### src/rtl/mdu_iter.sv
// Iterative multiply/divide unit for the execute stage.
// Multiply: radix-2^MUL_STEP shift-add on operand magnitudes, sign applied to the
// full 2*DATA_WIDTH product. Divide: radix-2 restoring on magnitudes with the
// quotient/remainder sign fix folded into the final iteration.
// Handshakes: a transfer happens on a rising clk edge where valid && ready are
// both high. The producer holds valid and its payload stable until that edge.
// The unit holds out_valid/out_result/out_tag stable until out_ready is seen.
module mdu_iter #(
    parameter int DATA_WIDTH = 32,
    parameter int MUL_STEP   = 4,
    parameter int TAG_WIDTH  = 5
) (
    input  logic                  clk,
    input  logic                  rst,
    input  logic                  flush,
    input  logic                  in_valid,
    output logic                  in_ready,
    input  logic [2:0]            in_op,
    input  logic [DATA_WIDTH-1:0] in_src1,
    input  logic [DATA_WIDTH-1:0] in_src2,
    input  logic [TAG_WIDTH-1:0]  in_tag,
    output logic                  out_valid,
    input  logic                  out_ready,
    output logic [DATA_WIDTH-1:0] out_result,
    output logic [TAG_WIDTH-1:0]  out_tag,
    output logic                  busy,
    output logic [1:0]            o_dbg_state
);

    localparam int W          = DATA_WIDTH;
    localparam int PW         = 2 * DATA_WIDTH;
    localparam int MUL_CYCLES = DATA_WIDTH / MUL_STEP;
    localparam int CW         = $clog2(DATA_WIDTH + 1);
    localparam logic [CW-1:0] MUL_LAST = CW'(MUL_CYCLES - 1);
    localparam logic [CW-1:0] DIV_LAST = CW'(DATA_WIDTH);

    typedef enum logic [1:0] {
        S_IDLE = 2'd0,
        S_MUL  = 2'd1,
        S_DIV  = 2'd2,
        S_DONE = 2'd3
    } state_t;

    state_t r_state;
    state_t w_state_nxt;

    logic [2:0]           r_op;
    logic [W-1:0]         r_src1;
    logic [W-1:0]         r_src2;
    logic [TAG_WIDTH-1:0] r_tag;
    logic [W-1:0]         r_result;
    logic [CW-1:0]        r_cnt;

    // multiplier datapath
    logic [PW-1:0] r_mcand;
    logic [W-1:0]  r_mplier;
    logic [PW-1:0] r_acc;
    logic          r_mneg;

    // divider datapath
    logic [W-1:0] r_quo;
    logic [W-1:0] r_rem;
    logic [W-1:0] r_dvs;
    logic         r_qneg;
    logic         r_rneg;

    // Two's complement magnitude when the operand is treated as signed.
    function automatic logic [W-1:0] mag(input logic [W-1:0] v, input logic s);
        return (s && v[W-1]) ? (~v + 1'b1) : v;
    endfunction

    logic          w_accept;
    logic          w_in_mul_signed;
    logic          w_div_signed;
    logic          w_dvs_zero;
    logic [PW-1:0] w_pp;
    logic [PW-1:0] w_acc_nxt;
    logic [PW-1:0] w_prod;
    logic [W-1:0]  w_mul_res;
    logic [W:0]    w_trial;
    logic          w_fits;
    logic [W-1:0]  w_quo_nxt;
    logic [W-1:0]  w_rem_nxt;
    logic [W-1:0]  w_q_fix;
    logic [W-1:0]  w_r_fix;
    logic [W-1:0]  w_div_res;
    logic [W-1:0]  w_dz_res;

    assign w_accept        = (r_state == S_IDLE) && in_valid && !flush;
    // MULHU is the only unsigned multiply; MUL/reserved share low bits either way.
    assign w_in_mul_signed = (in_op[1:0] != 2'b10);
    assign w_div_signed    = ~r_op[1];
    assign w_dvs_zero      = (r_src2 == '0);

    assign w_pp      = r_mcand * {{(PW - MUL_STEP){1'b0}}, r_mplier[MUL_STEP-1:0]};
    assign w_acc_nxt = r_acc + w_pp;
    assign w_prod    = r_mneg ? (~w_acc_nxt + 1'b1) : w_acc_nxt;
    assign w_mul_res = (r_op[1:0] == 2'b01 || r_op[1:0] == 2'b10) ? w_prod[PW-1:W]
                                                                  : w_prod[W-1:0];

    // Restoring step: shift the next dividend bit into the partial remainder
    // and keep the subtraction only when it does not borrow.
    assign w_trial   = {r_rem, r_quo[W-1]} - {1'b0, r_dvs};
    assign w_fits    = ~w_trial[W];
    assign w_rem_nxt = w_fits ? w_trial[W-1:0] : {r_rem[W-2:0], r_quo[W-1]};
    assign w_quo_nxt = {r_quo[W-2:0], w_fits};
    assign w_q_fix   = r_qneg ? (~w_quo_nxt + 1'b1) : w_quo_nxt;
    assign w_r_fix   = r_rneg ? (~w_rem_nxt + 1'b1) : w_rem_nxt;
    assign w_div_res = r_op[0] ? w_r_fix : w_q_fix;
    // Divide by zero: quotient all ones, remainder is the raw dividend.
    assign w_dz_res  = r_op[0] ? r_src1 : '1;

    // State register.
    always_ff @(posedge clk) begin
        if (rst) r_state <= S_IDLE;
        else     r_state <= w_state_nxt;
    end

    // Next-state and handshake outputs; flush always returns to IDLE.
    always_comb begin
        w_state_nxt = r_state;
        in_ready    = 1'b0;
        out_valid   = 1'b0;
        busy        = 1'b1;
        case (r_state)
            S_IDLE: begin
                in_ready = 1'b1;
                busy     = 1'b0;
                if (w_accept) w_state_nxt = in_op[2] ? S_DIV : S_MUL;
            end
            S_MUL: begin
                if (r_cnt == MUL_LAST) w_state_nxt = S_DONE;
            end
            S_DIV: begin
                // The first DIV cycle prepares magnitudes; a zero divisor
                // bypasses the iterations from there.
                if ((r_cnt == '0 && w_dvs_zero) || r_cnt == DIV_LAST) w_state_nxt = S_DONE;
            end
            S_DONE: begin
                out_valid = 1'b1;
                if (out_ready) w_state_nxt = S_IDLE;
            end
            default: w_state_nxt = S_IDLE;
        endcase
        if (flush) w_state_nxt = S_IDLE;
    end

    // Operand capture, multiply/divide iterations and result register.
    always_ff @(posedge clk) begin
        if (rst) begin
            r_op     <= '0;
            r_src1   <= '0;
            r_src2   <= '0;
            r_tag    <= '0;
            r_result <= '0;
            r_cnt    <= '0;
            r_mcand  <= '0;
            r_mplier <= '0;
            r_acc    <= '0;
            r_mneg   <= 1'b0;
            r_quo    <= '0;
            r_rem    <= '0;
            r_dvs    <= '0;
            r_qneg   <= 1'b0;
            r_rneg   <= 1'b0;
        end else if (w_accept) begin
            r_op     <= in_op;
            r_src1   <= in_src1;
            r_src2   <= in_src2;
            r_tag    <= in_tag;
            r_cnt    <= '0;
            r_acc    <= '0;
            r_mcand  <= {{W{1'b0}}, mag(in_src1, w_in_mul_signed)};
            r_mplier <= mag(in_src2, w_in_mul_signed);
            r_mneg   <= w_in_mul_signed && (in_src1[W-1] ^ in_src2[W-1]);
        end else if (r_state == S_MUL && !flush) begin
            r_acc    <= w_acc_nxt;
            r_mcand  <= r_mcand << MUL_STEP;
            r_mplier <= r_mplier >> MUL_STEP;
            r_cnt    <= r_cnt + 1'b1;
            if (r_cnt == MUL_LAST) r_result <= w_mul_res;
        end else if (r_state == S_DIV && !flush) begin
            r_cnt <= r_cnt + 1'b1;
            if (r_cnt == '0) begin
                if (w_dvs_zero) r_result <= w_dz_res;
                r_quo  <= mag(r_src1, w_div_signed);
                r_dvs  <= mag(r_src2, w_div_signed);
                r_rem  <= '0;
                r_qneg <= w_div_signed && (r_src1[W-1] ^ r_src2[W-1]);
                r_rneg <= w_div_signed && r_src1[W-1];
            end else begin
                r_quo <= w_quo_nxt;
                r_rem <= w_rem_nxt;
                if (r_cnt == DIV_LAST) r_result <= w_div_res;
            end
        end
    end

    assign out_result  = r_result;
    assign out_tag     = r_tag;
    assign o_dbg_state = r_state;

endmodule
### config.mk
export PLATFORM = sky130hd
export DESIGN_NAME = mdu_iter
export DESIGN_NICKNAME = d
export VERILOG_FILES = /design/src/rtl/mdu_iter.sv
export SDC_FILE = /design/constraint.sdc
export NUM_CORES = 2
export LEC_CHECK = 0
export ABC_CLOCK_PERIOD_IN_PS = 8300
export CORE_ASPECT_RATIO = 0.7
export CORE_MARGIN = 2
export CORE_UTILIZATION = 46
export DETAILED_ROUTE_END_ITERATION = 7
export PLACE_DENSITY = 0.67
export SETUP_SLACK_MARGIN = 0.4
export SLEW_MARGIN = 15
export SYNTH_ARGS = -nofsm -noshare
export SYNTH_HDL_FRONTEND = slang
export SYNTH_SLANG_ARGS = --single-unit
### constraint.sdc
create_clock -name clk -period 8.3 [get_ports clk]
set_input_delay 2.075 -clock clk [delete_from_list [all_inputs] [get_ports clk]]
set_output_delay 2.075 -clock clk [all_outputs]
set_load 0.01 [all_outputs]
### Word level (Yosys, flattened, before mapping)

Index checks and enable logic that the tools add are counted.

| operators by class | value |
|---|---|
| add/subtract/negate cells | 10 |
| reductions and logical operators | 26 |
| multiplexer cells | 34 |
| multipliers | 1 |
| bitwise operators | 13 |
| equal/unequal tests | 14 |

Operators with widths:

| cell | count |
|---|---|
| 32-bit 2-to-1 mux | 22 |
| 32-bit by 1-bit adder with 32-bit output, second input constant | 6 |
| 32-bit inverter | 6 |
| 64-bit by 1-bit adder with 64-bit output, second input constant | 1 |
| 64-bit adder | 1 |
| 64-bit by 4-bit multiplier with 64-bit output | 1 |
| 64-bit 2-to-1 mux | 1 |
| 64-bit inverter | 1 |
| 33-bit by 32-bit subtractor with 33-bit output | 1 |
| 32-bit zero test | 1 |
| 6-bit 2-to-1 mux | 2 |
| 2-bit != test, second input constant | 6 |
| 1-bit logical AND | 11 |
| 2-bit 2-to-1 mux | 5 |
| 2-bit case mux with 4 select lines | 1 |
| 4-bit AND reduction | 2 |
| 6-bit by 1-bit adder with 6-bit output, second input constant | 1 |
| 2-bit equality test, second input constant | 3 |
| 6-bit by 3-bit equality test with 1-bit output, second input constant | 1 |
| 6-bit equality test, second input constant | 1 |
| 6-bit zero test | 1 |
| 5-bit AND reduction | 1 |
| 2-bit by 1-bit equality test with 1-bit output, second input constant | 2 |
| 1-bit inverter | 4 |
| 10 further kinds | 16 |

| word-level totals | value |
|---|---|
| flip-flop bits (word level) | 370 |
| bits of input ports | 77 |
| output and inout bits | 42 |

### Longest topological paths before layout

| logic depth | value |
|---|---|
| depth after elaboration | 10 |
| mapped depth | 24 |

### Worst setup path after synthesis

No wires, ideal clock.

| path | value |
|---|---|
| path kind | reg2reg |
| from | register r_mplier[2] |
| to | register r_result[28] (netlist: out_result[28]) |
| clock period less this slack | 6.051 ns |
| slack | 2.249 ns |
| data required time | 8.197 ns |
| stages on the path, launching flop included | 24 |
| data arrival time | 5.947 ns |
| cells stage by stage | dfxtp_1 -> clkbuf_1 -> clkbuf_1 -> and2_1 -> fa_1 -> fa_1 -> inv_1 -> fa_1 -> inv_1 -> ha_1 -> buf_2 -> nand4_1 -> nor3_1 -> o21ai_1 -> a311oi_1 -> and2_1 -> nor2_1 -> xnor2_1 -> or4_4 -> buf_6 -> or3_1 -> o31a_1 -> o311a_1 -> a2111oi_2 |

| between the ends | value |
|---|---|
| word-level cells in the longest chain between the ends | 8 |

RTL lines:

| item | line | text |
|---|---|---|
| start, declared | 56 | `logic [W-1:0] r_mplier;` |
| start signal, assigned | 174 | `r_mplier <= mag(in_src2, w_in_mul_signed);` |
| start signal, assigned | 179 | `r_mplier <= r_mplier >> MUL_STEP;` |
| 64-bit by 4-bit multiplier with 64-bit output * | 95 | `assign w_pp = r_mcand * {{(PW - MUL_STEP){1'b0}}, r_mplier[MUL_STEP-1:0]};` |
| 64-bit adder * | 96 | `assign w_acc_nxt = r_acc + w_pp;` |
| 64-bit inverter | 97 | `assign w_prod = r_mneg ? (~w_acc_nxt + 1'b1) : w_acc_nxt;` |
| 64-bit by 1-bit adder with 64-bit output | 97 |  |
| 64-bit 2-to-1 mux * | 97 |  |
| 32-bit 2-to-1 mux * | 98 | `assign w_mul_res = (r_op[1:0] == 2'b01 \|\| r_op[1:0] == 2'b10) ? w_prod[PW-1:W]` |
| 32-bit 2-to-1 mux * | 181 | `if (r_cnt == MUL_LAST) r_result <= w_mul_res;` |
| 32-bit 2-to-1 mux * | 176 | `end else if (r_state == S_MUL && !flush) begin` |
| end signal, assigned | 181 |  |
| end signal, assigned | 185 | `if (w_dvs_zero) r_result <= w_dz_res;` |
| end signal, assigned | 194 | `if (r_cnt == DIV_LAST) r_result <= w_div_res;` |
| end, declared | 51 | `logic [W-1:0] r_result;` |

Mark *: on every way between the ends. The rest lies on a longest branch, timed or not. The select of a mux whose other input is x is not followed.
A chain may end at the register's enable or synchronous reset.

### Worst setup path in the final report

| path | value |
|---|---|
| from | register r_mplier[1] |
| to | register r_result[28] (netlist: out_result[28]) |

Same word-level chain as after synthesis.

==> impl_metrics.ini <==
[clocking]
cts_buffer_depth = 3
htree_levels = 2
cts_tree = built
clk_pin_slew_ps = 60
root_buffer = clkbuf_16
insertion_delay_ps = 620
cts_hold_buffers = 0
cts_num_sinks = 370
cts_buffers = 43

[floorplanning]
die_y_um = 233
rows = 83
top_level_ports = 119
core_area_sq_mm = 0.0737
die_w_um = 331
initial_core_util_pct = 46.8
die_area_sq_mm = 0.0772

[cells_and_area]
fillers = 7217
syn_to_final_growth_pct = 9.71
nNetsFinal = 4973
utilization_pct = 51.3
fin_area_sq_mm = 0.0378
drive_above_1_share_pct = 5.13

[drt]
route.detailed.wl_per_inst_um = 21.9
drc = 0
drt_wl_total_um = 123000
viasPerCell = 6.07
antenna_left = 0
drt-initial-drc-count = 4519
firstDrtPassIters = 7
routed-via-count = 34100

[timing]
rsz0062_at_grt = no
tns_ps = 0
period_share_pct = 90.0
min_period_ps = 7470
finalSetupViolCount = 0
finalClockSkew_ps = 25.2
relSlewSlack_pct = 22.9
worst_slew_pin_slew_ps = 1150
clock.fmax_mhz = 134
hold_viol_final = 0
hold_ws_ps = 456
slew_viol_final = 0

[placed_design]
port_buffers = 118
place.gp.congestion = 1.07
place_area_sq_mm = 0.0362
hpwl_um = 94700

[setup_path]
cp-end-kind = flop
critPathMaxStageDelay_ps = 830
cp_slowest_cell = a2111oi_0
crit_start = r_mplier[1]
cp-start-kind = flop
reg2reg_from = r_mplier[1]
criticalPathCategory = flop to flop
required_ps = 8770
crit_arrival_ps = 7940
cp_cell_sequence = buf_4, and2_1, fa_1, fa_1, inv_1, fa_1, inv_1, ha_1, nand2_1, o21ai_0, nor3_1, a21o_1, a311oi_1, o21ai_0, o311ai_1, a21oi_1, a2111oi_0, buf_4, o31a_1, o311a_1, a2111oi_2
worstPathMaxFanout = 39
critical_path.most_common_cell = fa_1

[yosys]
yosysTopAreaCellShare_pct = 21.5
syn_area_sq_mm = 0.0345
synth_top_area_cell = dfxtp_1
yosysSeqAreaShare_pct = 21.5
synth_edf_count = 0
syn_nets = 5046
syn_area_per_cell_sq_um = 7.38
synth_cell_type_count = 110
synthArstFlopShare_pct = 0
ys_warn_count = 0
synth_flop_cell = dfxtp_1
syn_inst = 4674
synth_area_leaders = dfxtp_1, fa_1, nand2_1
ys_ff_latch = 370

[global_route]
grt_usage_pct = 31.2
grt_max_degree = 202
gr-total-overflow = 0
antenna_found_initial = 2
grt_pass1_wl_um = 189000
grt_pass1_vias = 30700

[pwr]
powerDensity_mw_per_mm2 = 146
ir_worst_vdd_uv = 145
power_mw = 5.54
leakage_nw = 14.9

[run]
maxCapViolCount = 0

[min_path]
hold_path.class = flop to flop
hold_start = r_acc[26]

[run_status]
status = finished clean
==> cell type report <==
cell class	instances	area (sq um)	share of cell area, %
antenna	3	7.51	0.0198
clock buffer	52	1190	3.14
clock inverter	27	385	1.02
inverter	353	1330	3.50
multi-input combinational	3662	24700	65.2
sequential	370	7410	19.6
tap	977	1220	3.23
timing repair buffer	171	1620	4.28
==> synth_stat cells (41+ instances only) <==
cell	instances
dfxtp_1	370
nand3_1	67
inv_1	350
and2_1	261
nand4_1	59
nand2_1	721
a311oi_1	76
nor3_1	83
clkbuf_1	217
a21oi_1	441
o211ai_1	41
fa_1	183
ha_1	112
o31ai_1	58
nor2_1	426
xor2_1	124
o21ai_0	141
a211oi_1	84
xnor2_1	138
==> kinds of logic after synthesis <==
family / count (synthesis) / share of synthesized area [%]
AND/OR/NAND/NOR: 1870 / 25.8
AO/OA/AOI/OAI: 1193 / 22.9
multiplexers: 42 / 1.27
adder cells (fa/ha/maj): 295 / 14.7
buffers and inverters: 642 / 7.21
flip-flops: 370 / 21.5
XOR/XNOR: 262 / 6.65
==> placed cells by master (no fill, tap or decap), types with 76 or more instances in the layout <==
master           netlist  final
nor2_1               426    424
xnor2_1              138    137
dfxtp_1              370    369
nor3_1                83     82
and2_1               261    261
a21oi_1              441    441
o21ai_0              141    140
inv_1                350    350
fa_1                 183    183
xor2_1               124    123
a311oi_1              76     76
a211oi_1              84     84
nand2_1              721    721
ha_1                 112    112
clkdlybuf4s50_1        0    117
==> per-layer routing <==
metal	vias up	part of all wire, %	wire length (um)	global-route usage (%)
met5	-	0	0	0
met4	0	1.5	1810	5.25
met3	117	13	16600	9.90
met2	1691	36	44000	39.0
met1	16300	49	60700	50.4
li1	16000	-	-	-
==> critical path: cells and delay by family, from the launching register on <==
family | cells | cell delay [ps]
AO/OA/AOI/OAI | 10 | 3260
adder cells (fa/ha/maj) | 4 | 1980
flip-flops | 1 | 800
buffers and inverters | 4 | 720
AND/OR/NAND/NOR | 3 | 520
==> sequential cells by signal, summed over array words and instances (netlist names), 6 cells and up <==
register    count
r_acc          64
r_mcand        64
out_result     32
r_dvs          32
r_mplier       32
r_quo          32
r_rem          32
r_src1         32
r_src2         32
r_cnt           6
==> worst paths after layout <==
| path | endpoint | slack, ps | cells after the start |
|---|---|---|---|
| worst max-delay path | out_result[28] | 830 | 21 |
| worst min-delay path | r_acc[26] | 460 | 2 |
| worst min register to register | r_acc[26] | 460 | 2 |
| worst max register to register | out_result[28] | 830 | 21 |
==> what timing repair did <==
item                                    4_1_cts  5_1_grt
endpoints found under the hold margin         0        0
endpoints found under the setup margin        0        6
gates resized for setup                       0        2
setup buffers                                 0        1
==> power by group <==
group | total (mW) | internal [mW] | switching (mW)
sequential | 1.92 | 1.83 | 0.0893
clock | 2.17 | 1.26 | 0.910
combinational | 1.46 | 0.481 | 0.974
total | 5.54 | 3.57 | 1.97
==> stage by stage <==
stage / setup slack [ps] / cells
2_1_floorplan: 2250 / 4674
4_1_cts: 911 / 5611
5_1_grt: 563 / 5613
3_3_place_gp: 1020 / 5532
3_5_place_dp: 947 / 5532
6_report: 831 / 5615
Power figures use the tool's default switching activity.
